File: src/rtl/m_rf_sb_if.sv
// m_rf_sb_if: read, writeback and issue bundle for the scoreboarded register file
interface m_rf_sb_if #(
  parameter int XLEN = 32,
  parameter int AW   = 5
);
  logic [AW-1:0]   w_rs1, w_rs2, w_waddr, w_issue_rd;
  logic [XLEN-1:0] w_rs1_val, w_rs2_val, w_wdata;
  logic            w_we, w_issue, w_rs1_busy, w_rs2_busy, w_stall, w_halt;
  logic [31:0]     w_wr_count;
  modport master (
    output w_rs1, w_rs2, w_we, w_waddr, w_wdata, w_issue, w_issue_rd,
    input  w_rs1_val, w_rs2_val, w_rs1_busy, w_rs2_busy, w_stall, w_halt, w_wr_count
  );
  modport slave (
    input  w_rs1, w_rs2, w_we, w_waddr, w_wdata, w_issue, w_issue_rd,
    output w_rs1_val, w_rs2_val, w_rs1_busy, w_rs2_busy, w_stall, w_halt, w_wr_count
  );
endinterface

File: src/rtl/m_rf_sb.sv
// m_rf_sb: register file with write bypass, busy scoreboard and sticky halt
module m_rf_sb #(
  parameter int XLEN     = 32,
  parameter int AW       = 5,
  parameter int BYPASS   = 1,
  parameter int HALT_EN  = 1,
  parameter int HALT_REG = 30
) (
  input logic       w_clk,
  input logic       w_rst_n,
  m_rf_sb_if.slave  rf
);
  localparam int NREG = 2**AW;
  localparam logic [AW-1:0] HALT_ADDR = AW'(HALT_REG);
  logic [XLEN-1:0] r_mem [NREG];
  logic [NREG-1:0] r_busy;
  logic            r_halt;
  logic [31:0]     r_wr_count;
  logic            w_commit, w_byp, w_rd_busy, w_accept;
  // reset gating keeps the bypass path quiet while reset is held
  assign w_commit = w_rst_n & rf.w_we & (rf.w_waddr != '0) & ~r_halt;
  assign w_byp    = (BYPASS != 0) & w_commit;
  // reads: x0 is hardwired, a same-cycle commit is forwarded when bypass is on
  always_comb begin
    rf.w_rs1_val  = (rf.w_rs1 == '0) ? '0 : (w_byp && rf.w_waddr == rf.w_rs1) ? rf.w_wdata : r_mem[rf.w_rs1];
    rf.w_rs2_val  = (rf.w_rs2 == '0) ? '0 : (w_byp && rf.w_waddr == rf.w_rs2) ? rf.w_wdata : r_mem[rf.w_rs2];
    rf.w_rs1_busy = r_busy[rf.w_rs1] & ~(w_byp & (rf.w_waddr == rf.w_rs1));
    rf.w_rs2_busy = r_busy[rf.w_rs2] & ~(w_byp & (rf.w_waddr == rf.w_rs2));
    w_rd_busy     = r_busy[rf.w_issue_rd] & ~(w_byp & (rf.w_waddr == rf.w_issue_rd));
    rf.w_stall    = r_halt | (rf.w_issue & (rf.w_rs1_busy | rf.w_rs2_busy | w_rd_busy));
    w_accept      = rf.w_issue & ~rf.w_stall & (rf.w_issue_rd != '0);
  end
  assign rf.w_halt     = r_halt;
  assign rf.w_wr_count = r_wr_count;
  // register array, commit counter and halt latch on a write to HALT_REG
  always_ff @(posedge w_clk or negedge w_rst_n)
    if (!w_rst_n) begin
      for (int i = 0; i < NREG; i++) r_mem[i] <= '0;
      r_halt     <= 1'b0;
      r_wr_count <= '0;
    end else if (w_commit) begin
      r_mem[rf.w_waddr] <= rf.w_wdata;
      r_wr_count        <= r_wr_count + 32'd1;
      if (HALT_EN != 0 && rf.w_waddr == HALT_ADDR) r_halt <= 1'b1;
    end
  // scoreboard: commit clears, accepted issue sets last so a new producer wins
  always_ff @(posedge w_clk or negedge w_rst_n)
    if (!w_rst_n) r_busy <= '0;
    else begin
      if (w_commit) r_busy[rf.w_waddr] <= 1'b0;
      if (w_accept) r_busy[rf.w_issue_rd] <= 1'b1;
    end
endmodule
File: src/flat_wrapper.sv
// flat-port wrapper written by rule: the top's interface ports become plain ports
module m_rf_sb_flat 
#(
  parameter int XLEN     = 32,
  parameter int AW       = 5,
  parameter int BYPASS   = 1,
  parameter int HALT_EN  = 1,
  parameter int HALT_REG = 30
)
  (w_clk, w_rst_n, rf_w_rs1, rf_w_rs2, rf_w_we, rf_w_waddr, rf_w_wdata, rf_w_issue, rf_w_issue_rd, rf_w_rs1_val, rf_w_rs2_val, rf_w_rs1_busy, rf_w_rs2_busy, rf_w_stall, rf_w_halt, rf_w_wr_count);
  m_rf_sb_if #(.XLEN(XLEN), .AW(AW)) rf_i ();
  input logic w_clk;
  input logic w_rst_n;
  input wire logic [$bits(rf_i.w_rs1)-1:0] rf_w_rs1;
  input wire logic [$bits(rf_i.w_rs2)-1:0] rf_w_rs2;
  input wire logic [$bits(rf_i.w_we)-1:0] rf_w_we;
  input wire logic [$bits(rf_i.w_waddr)-1:0] rf_w_waddr;
  input wire logic [$bits(rf_i.w_wdata)-1:0] rf_w_wdata;
  input wire logic [$bits(rf_i.w_issue)-1:0] rf_w_issue;
  input wire logic [$bits(rf_i.w_issue_rd)-1:0] rf_w_issue_rd;
  output wire logic [$bits(rf_i.w_rs1_val)-1:0] rf_w_rs1_val;
  output wire logic [$bits(rf_i.w_rs2_val)-1:0] rf_w_rs2_val;
  output wire logic [$bits(rf_i.w_rs1_busy)-1:0] rf_w_rs1_busy;
  output wire logic [$bits(rf_i.w_rs2_busy)-1:0] rf_w_rs2_busy;
  output wire logic [$bits(rf_i.w_stall)-1:0] rf_w_stall;
  output wire logic [$bits(rf_i.w_halt)-1:0] rf_w_halt;
  output wire logic [$bits(rf_i.w_wr_count)-1:0] rf_w_wr_count;
  assign rf_i.w_rs1 = rf_w_rs1;
  assign rf_i.w_rs2 = rf_w_rs2;
  assign rf_i.w_we = rf_w_we;
  assign rf_i.w_waddr = rf_w_waddr;
  assign rf_i.w_wdata = rf_w_wdata;
  assign rf_i.w_issue = rf_w_issue;
  assign rf_i.w_issue_rd = rf_w_issue_rd;
  assign rf_w_rs1_val = rf_i.w_rs1_val;
  assign rf_w_rs2_val = rf_i.w_rs2_val;
  assign rf_w_rs1_busy = rf_i.w_rs1_busy;
  assign rf_w_rs2_busy = rf_i.w_rs2_busy;
  assign rf_w_stall = rf_i.w_stall;
  assign rf_w_halt = rf_i.w_halt;
  assign rf_w_wr_count = rf_i.w_wr_count;
  m_rf_sb #(.XLEN(XLEN), .AW(AW), .BYPASS(BYPASS), .HALT_EN(HALT_EN), .HALT_REG(HALT_REG)) u_core (.w_clk(w_clk), .w_rst_n(w_rst_n), .rf(rf_i));
endmodule
File: config.mk
export PLATFORM = sky130hd
export DESIGN_NAME = m_rf_sb_flat
export DESIGN_NICKNAME = d
export VERILOG_FILES = /design/src/rtl/m_rf_sb_if.sv /design/src/rtl/m_rf_sb.sv /design/src/flat_wrapper.sv
export SDC_FILE = /design/constraint.sdc
export NUM_CORES = 2
export LEC_CHECK = 0
export BUFFER_PORTS_ARGS = -buffer_cell sky130_fd_sc_hd__buf_2
export CORE_MARGIN = 3
export CORE_UTILIZATION = 30
export DETAILED_ROUTE_END_ITERATION = 10
export PLACE_DENSITY_LB_ADDON = 0.05
export REMOVE_ABC_BUFFERS = 1
export SLEW_MARGIN = 20
export SYNTH_ARGS = -nofsm -noshare
export SYNTH_HDL_FRONTEND = slang
export SYNTH_SLANG_ARGS = --single-unit
File: constraint.sdc
create_clock -name w_clk -period 2.7 [get_ports w_clk]
set_input_delay 0.135 -clock w_clk [delete_from_list [all_inputs] [get_ports w_clk]]
set_output_delay 0.135 -clock w_clk [all_outputs]
set_load 0.05 [all_outputs]
# --- Word level (Yosys, flattened, before mapping) ---
# Index checks and enable logic that the tools add are counted.
word_totals:
  reg_bits: 1089
  out_inout_bits: 100
  elab_cells: 111
classes:
  add_sub_neg: 1
  magnitude_cmp: 10
  n_eq_ne: 4
  n_mux: 25
  bitwise: 26
  n_reduce_logical: 10
ops:
  columns: ["cell", "count"]
  rows:
  - ["1024-bit bitwise mux", 1]
  - ["32-bit two-way mux", 11]
  - ["32-bit binary-select mux with 5-bit select", 2]
  - ["32-bit demux with 5-bit select", 1]
  - ["32-bit by 1-bit adder with 32-bit output (second input constant)", 1]
  - ["32-bit AND", 1]
  - ["32-bit NOT", 1]
  - ["32-bit OR", 1]
  - ["5-bit by 6-bit less-than comparator with 1-bit output (second input constant)", 4]
  - ["6-bit greater-or-equal comparator (second input constant)", 3]
  - ["5-bit NOT with 6-bit output", 3]
  - ["1-bit binary-select mux with 5-bit select", 3]
  - ["5-bit equality test", 3]
  - ["1-bit AND", 12]
  - ["1-bit demux with 5-bit select", 2]
  - ["5-bit by 1-bit greater-or-equal comparator with 1-bit output (second input constant)", 2]
  - ["5-bit zero test", 2]
  - ["5-bit nonzero test", 2]
  - ["6-bit by 1-bit less-than comparator with 1-bit output (second input constant)", 1]
  - ["5-bit equality test (second input constant)", 1]
  - ["1-bit logical AND", 5]
  - ["1-bit two-way mux", 5]
  - ["1-bit NOT", 5]
  - ["1-bit OR", 3]
  - ["2-bit AND reduction", 1]

# --- Longest topological paths before layout ---
depth:
  depth_word: 14
  depth_mapped: 9
  mapped_depth_nobuf: 7

# --- Worst setup path after synthesis ---
# Ideal clock, no wire load.
synth_path:
  kind: "reg2out"
  start: "register u_core.r_halt (netlist: u_core.rf.w_halt)"
  end: "output rf_w_rs1_val[10]"
  t_arrival_ps: 3164
  required_time_ps: 2565
  path_slack_ps: -599
  path_stages_with_launch: 6
  path_cell_list: "dfrtp_1 -> nand3b_1 -> a21oi_1 -> nand3_1 -> clkbuf_1 -> a211oi_1"
synth_via:
  elab_chain_len: 5
synth_lines:
  columns: ["item", "line", "source"]
  rows:
  - ["start: declaration", "m_rf_sb.sv:17", "logic r_halt;"]
  - ["start signal: assignment", "m_rf_sb.sv:39", "r_halt <= 1'b0;"]
  - ["start signal: assignment", "m_rf_sb.sv:44", "if (HALT_EN != 0 && rf.w_waddr == HALT_ADDR) r_halt <= 1'b1;"]
  - ["1-bit NOT", "m_rf_sb.sv:21", "assign w_commit = w_rst_n & rf.w_we & (rf.w_waddr != '0) & ~r_halt;"]
  - ["1-bit AND", "m_rf_sb.sv:21", null]
  - ["1-bit logical AND", "m_rf_sb.sv:25", "rf.w_rs1_val = (rf.w_rs1 == '0) ? '0 : (w_byp && rf.w_waddr == rf.w_rs1) ? rf.w_wdata : r_mem[rf.w_rs1];"]
  - ["32-bit two-way mux (2 in series)", "m_rf_sb.sv:25", null]
  - ["end: declaration", "flat_wrapper.sv:21", "output wire logic [$bits(rf_i.w_rs1_val)-1:0] rf_w_rs1_val;"]
# Every way passes these cells.

# --- Worst setup path in the final report ---
layout_path:
  start: "register u_core.r_busy[30]"
  end: "output rf_w_stall"
layout_via:
  elab_chain_len: 7
layout_lines:
  columns: ["item", "line", "source"]
  rows:
  - ["start: declaration", "m_rf_sb.sv:16", "logic [NREG-1:0] r_busy;"]
  - ["start signal: assignment", "m_rf_sb.sv:48", "if (!w_rst_n) r_busy <= '0;"]
  - ["start signal: indexed assignment", "m_rf_sb.sv:50", "if (w_commit) r_busy[rf.w_waddr] <= 1'b0;"]
  - ["start signal: indexed assignment", "m_rf_sb.sv:51", "if (w_accept) r_busy[rf.w_issue_rd] <= 1'b1;"]
  - ["1-bit binary-select mux with 5-bit select, on equally long branches", "m_rf_sb.sv:27, m_rf_sb.sv:28", null]
  - ["1-bit two-way mux, on equally long branches", "m_rf_sb.sv:27, m_rf_sb.sv:28", null]
  - ["1-bit AND, on equally long branches", "m_rf_sb.sv:27, m_rf_sb.sv:28", null]
  - ["1-bit OR", "m_rf_sb.sv:30", "rf.w_stall = r_halt | (rf.w_issue & (rf.w_rs1_busy | rf.w_rs2_busy | w_rd_busy));"]
  - ["1-bit OR (*)", "m_rf_sb.sv:30", null]
  - ["1-bit AND (*)", "m_rf_sb.sv:30", null]
  - ["1-bit OR (*)", "m_rf_sb.sv:30", null]
  - ["end: declaration", "flat_wrapper.sv:25", "output wire logic [$bits(rf_i.w_stall)-1:0] rf_w_stall;"]
# Every way passes the cells marked *; elsewhere a longest branch is shown, timed or not. The select of a mux whose other input is x is not followed.

==> flow_summary_export.csv <==
group,metric,value,unit
outcome,violations,"negative setup slack",
final_layout,fillCellCount,17800,
sta,rsz0062_at_grt,"yes",
worst_hold_path,hold_path.class,"in -> async",
detailed_routing,dr.first_iter.drc_count,2578,
yosys,syn_area_per_cell,15.8,um2
yosys,synthFlopType,"dfrtp_1",
sta,maxSlewViolCount,0,
global_routing,grt_util_all_layers,22.0,%
final_layout,nets,4006,
critical_path,worstSetupStartpointType,"register",
sta,setup_violations,66,
critical_path,cp.arrival,3010,ps
critical_path,path_class,"reg -> out",
clocking,root_buffer,"clkbuf_16",
pwr,leakagePower,0.0312,uW
yosys,synthArstFlopShare,100,%
yosys,yosys.cell_types.count,52,
sta,fmax,0.318,GHz
global_routing,grt_antenna_before_repair,6,
floorplanning,io_pins,156,
sta,worst_slack,-449,ps
critical_path,critPathCaptureType,"output pin",
clocking,cts_tree,"done",
final_layout,fin_area,73100,um2
final_layout,instances_no_fill,6589,
place,placed_cells,6253,
detailed_routing,ant_nets,0,
detailed_routing,via_per_inst,5.62,
floorplanning,rows,161,
global_routing,grt_pass1_wl,313,mm
global_routing,grt_pass1_vias,40300,
place,gp_congestion,0.795,
place,dp_hpwl,131,mm
critical_path,cp.required,2570,ps
sta,period_minus_slack,3150,ps
critical_path,slowest_stage,"mux4_2",
yosys,synth_edf_count,0,
job,maxCapViolations,0,
critical_path,critPathTopFamily,"multiplexers",
critical_path,critPathMaxFanout,4,
final_layout,final_cell_mix,"1089 x dfrtp_1, 999 x mux2_2, 650 x mux4_2, 180 x buf_12, 170 x buf_4",
yosys,yosys-top-cells-area,"dfrtp_1 47%, mux4_2 25%, mux2_2 19%",
yosys,synth_warnings,0,
sta,slew_headroom,32.6,%
clocking,cts_max_path_buffers,3,
floorplanning,die_w,448,um
final_layout,syn_to_final_growth,25.0,%
floorplanning,start_util,30.3,%
sta,skew,28.4,ps
place,place_area,65500,um2
yosys,synth_seq_cells,1089,
yosys,netlist_instances,3713,
yosys,post-synth-top-area-fraction,46.6,%
critical_path,rrSetupSlack,120,ps
global_routing,grt_overflow,0,
pwr,irDropWorstVdd,0.710,mV
final_layout,final_core_util,37.8,%
yosys,yosysSeqAreaShare,46.6,%
clocking,htreeDepth,4,
detailed_routing,dr.pass1.iters,6,
sta,tightestPinTransition,1010,ps
detailed_routing,drt-total-wl,219,mm
critical_path,slowest_delay,480,ps
detailed_routing,num_vias,37000,
outcome,outcome,"finished, violations left",
final_layout,drive_gt1_share,63.1,%
detailed_routing,routedWlPerCell,33.3,um
yosys,syn_area,58500,um2
critical_path,crit_buf_inv,1,
final_layout,final_common_cell,"dfrtp_1",
floorplanning,core_area,193000,um2
floorplanning,fp.dieH,448,um
place,port-buffer-count,155,
critical_path,cp_cell_sequence,"mux4_2 > mux2_2 > or3_4 > o2111a_2 > a211o_4 > a21o_1 > buf_6",
clocking,cts.sinks,1089,
clocking,cts_made_buffers,142,
yosys,synth_top_cell_by_area,"dfrtp_1",
global_routing,grt_max_degree,157,
floorplanning,fp.dieArea,200000,um2
clocking,clk_latency,780,ps
clocking,cts.clk_slew.worst_paths,60,ps
detailed_routing,drc,0,
sta,hold_viol,0,
sta,finalCritPeriodShare,117,%
pwr,powerDensity,687,nW/um2
==> worst register-to-register path, cell delays in order (launching register included) <==
cell and delay (ps):
dfrtp_1 380, nand3b_1 190, buf_4 150, buf_4 120, buf_4 150, nor4_2 270
buf_4 230, nand2_4 240, buf_12 260, buf_12 180, mux2_2 280
==> routing by layer <==
metal | up-vias | global-route usage (%) | part of all wire (%)
met4 | 2 | 6.21 | 2.7
met3 | 297 | 3.60 | 4.6
li1 | 14900 | - | -
met2 | 982 | 34.8 | 47
met1 | 20900 | 31.1 | 46
met5 | - | 0 | 0.0032
==> report_power, final <==
group          switching [uW]  total (uW)  internal (uW)
Clock                    7490       19800          12300
Combinational            4590       10400           5810
Sequential               1600       20000          18400
Total                   13700       50200          36500
==> sequential cells by signal, indices dropped and copies added, names as in the netlist <==
signal and count:
u_core.r_busy 32, u_core.r_mem 1024, u_core.rf.w_halt 1, u_core.rf.w_wr_count 32
==> logic make-up after synthesis <==
kind of cell	synth area share (%)
DFF	46.6
buffers and inverters	3.15
xor gates and xnor gates	0.689
and+or+nand+nor	2.10
muxes	45.8
AOI/OAI and AO/OA	1.67
adders and majority gates	0.0214
==> cells in the mapped netlist (19+ instances only) <==
library cell,instances
mux4_2,649
a211oi_1,66
inv_1,28
buf_2,93
clkbuf_1,254
mux2_2,999
dfrtp_1,1089
xnor2_1,27
nor2_1,102
buf_1,69
o22ai_1,21
xor2_1,19
nand3_1,19
mux2i_1,88
nand2_1,76
==> stage by stage <==
stage	hold WS (ps)	setup WS, ps	setup TNS [ps]	total power [uW]
after floorplan	-161	-1630	-380310	25600
after global placement	304	-250	-401	29600
after detailed placement	320	-211	-300	30000
after CTS	0.498	-535	-15170	50700
after global routing	49.1	-545	-15980	52400
final	64.4	-449	-8580	50200
==> final timing paths <==
| path | startpoint | cells past startpoint | end |
|---|---|---|---|
| min in group w_clk | rf_w_waddr[4] | 5 | u_core.rf.w_wr_count[3] |
| hold / removal | w_rst_n | 3 | u_core.r_mem[486] |
| hold reg to reg | u_core.r_mem[1021] | 0 | u_core.r_mem[1021] |
| setup reg to reg | u_core.rf.w_halt | 10 | u_core.r_mem[371] |
| max in group asynchronous | w_rst_n | 4 | u_core.r_mem[471] |
| setup / recovery | u_core.r_busy[30] | 7 | rf_w_stall |
==> what timing repair did <==
| item | CTS | global route |
|---|---|---|
| pin swaps | 35 | 37 |
| buffers inserted | 35 | 21 |
| setup endpoints to repair | 66 | 67 |
| resized for setup | 236 | 117 |
| cloned | 5 | 3 |
| hold buffers | 42 | 0 |
| endpoints found under the hold margin | 1102 | 0 |
==> cell type report <==
class | count | area (um2) | area share, %
Multi-Input combinational cell | 2174 | 31200 | 42.7
Clock inverter | 32 | 510 | 0.699
Antenna cell | 2 | 5.00 | 0.00685
Sequential cell | 1089 | 27300 | 37.3
Tap cell | 2526 | 3160 | 4.32
Clock buffer | 224 | 4370 | 5.99
Inverter | 28 | 115 | 0.158
Timing Repair Buffer | 514 | 6430 | 8.80
No activity file was read; power rests on OpenSTA's default activity.
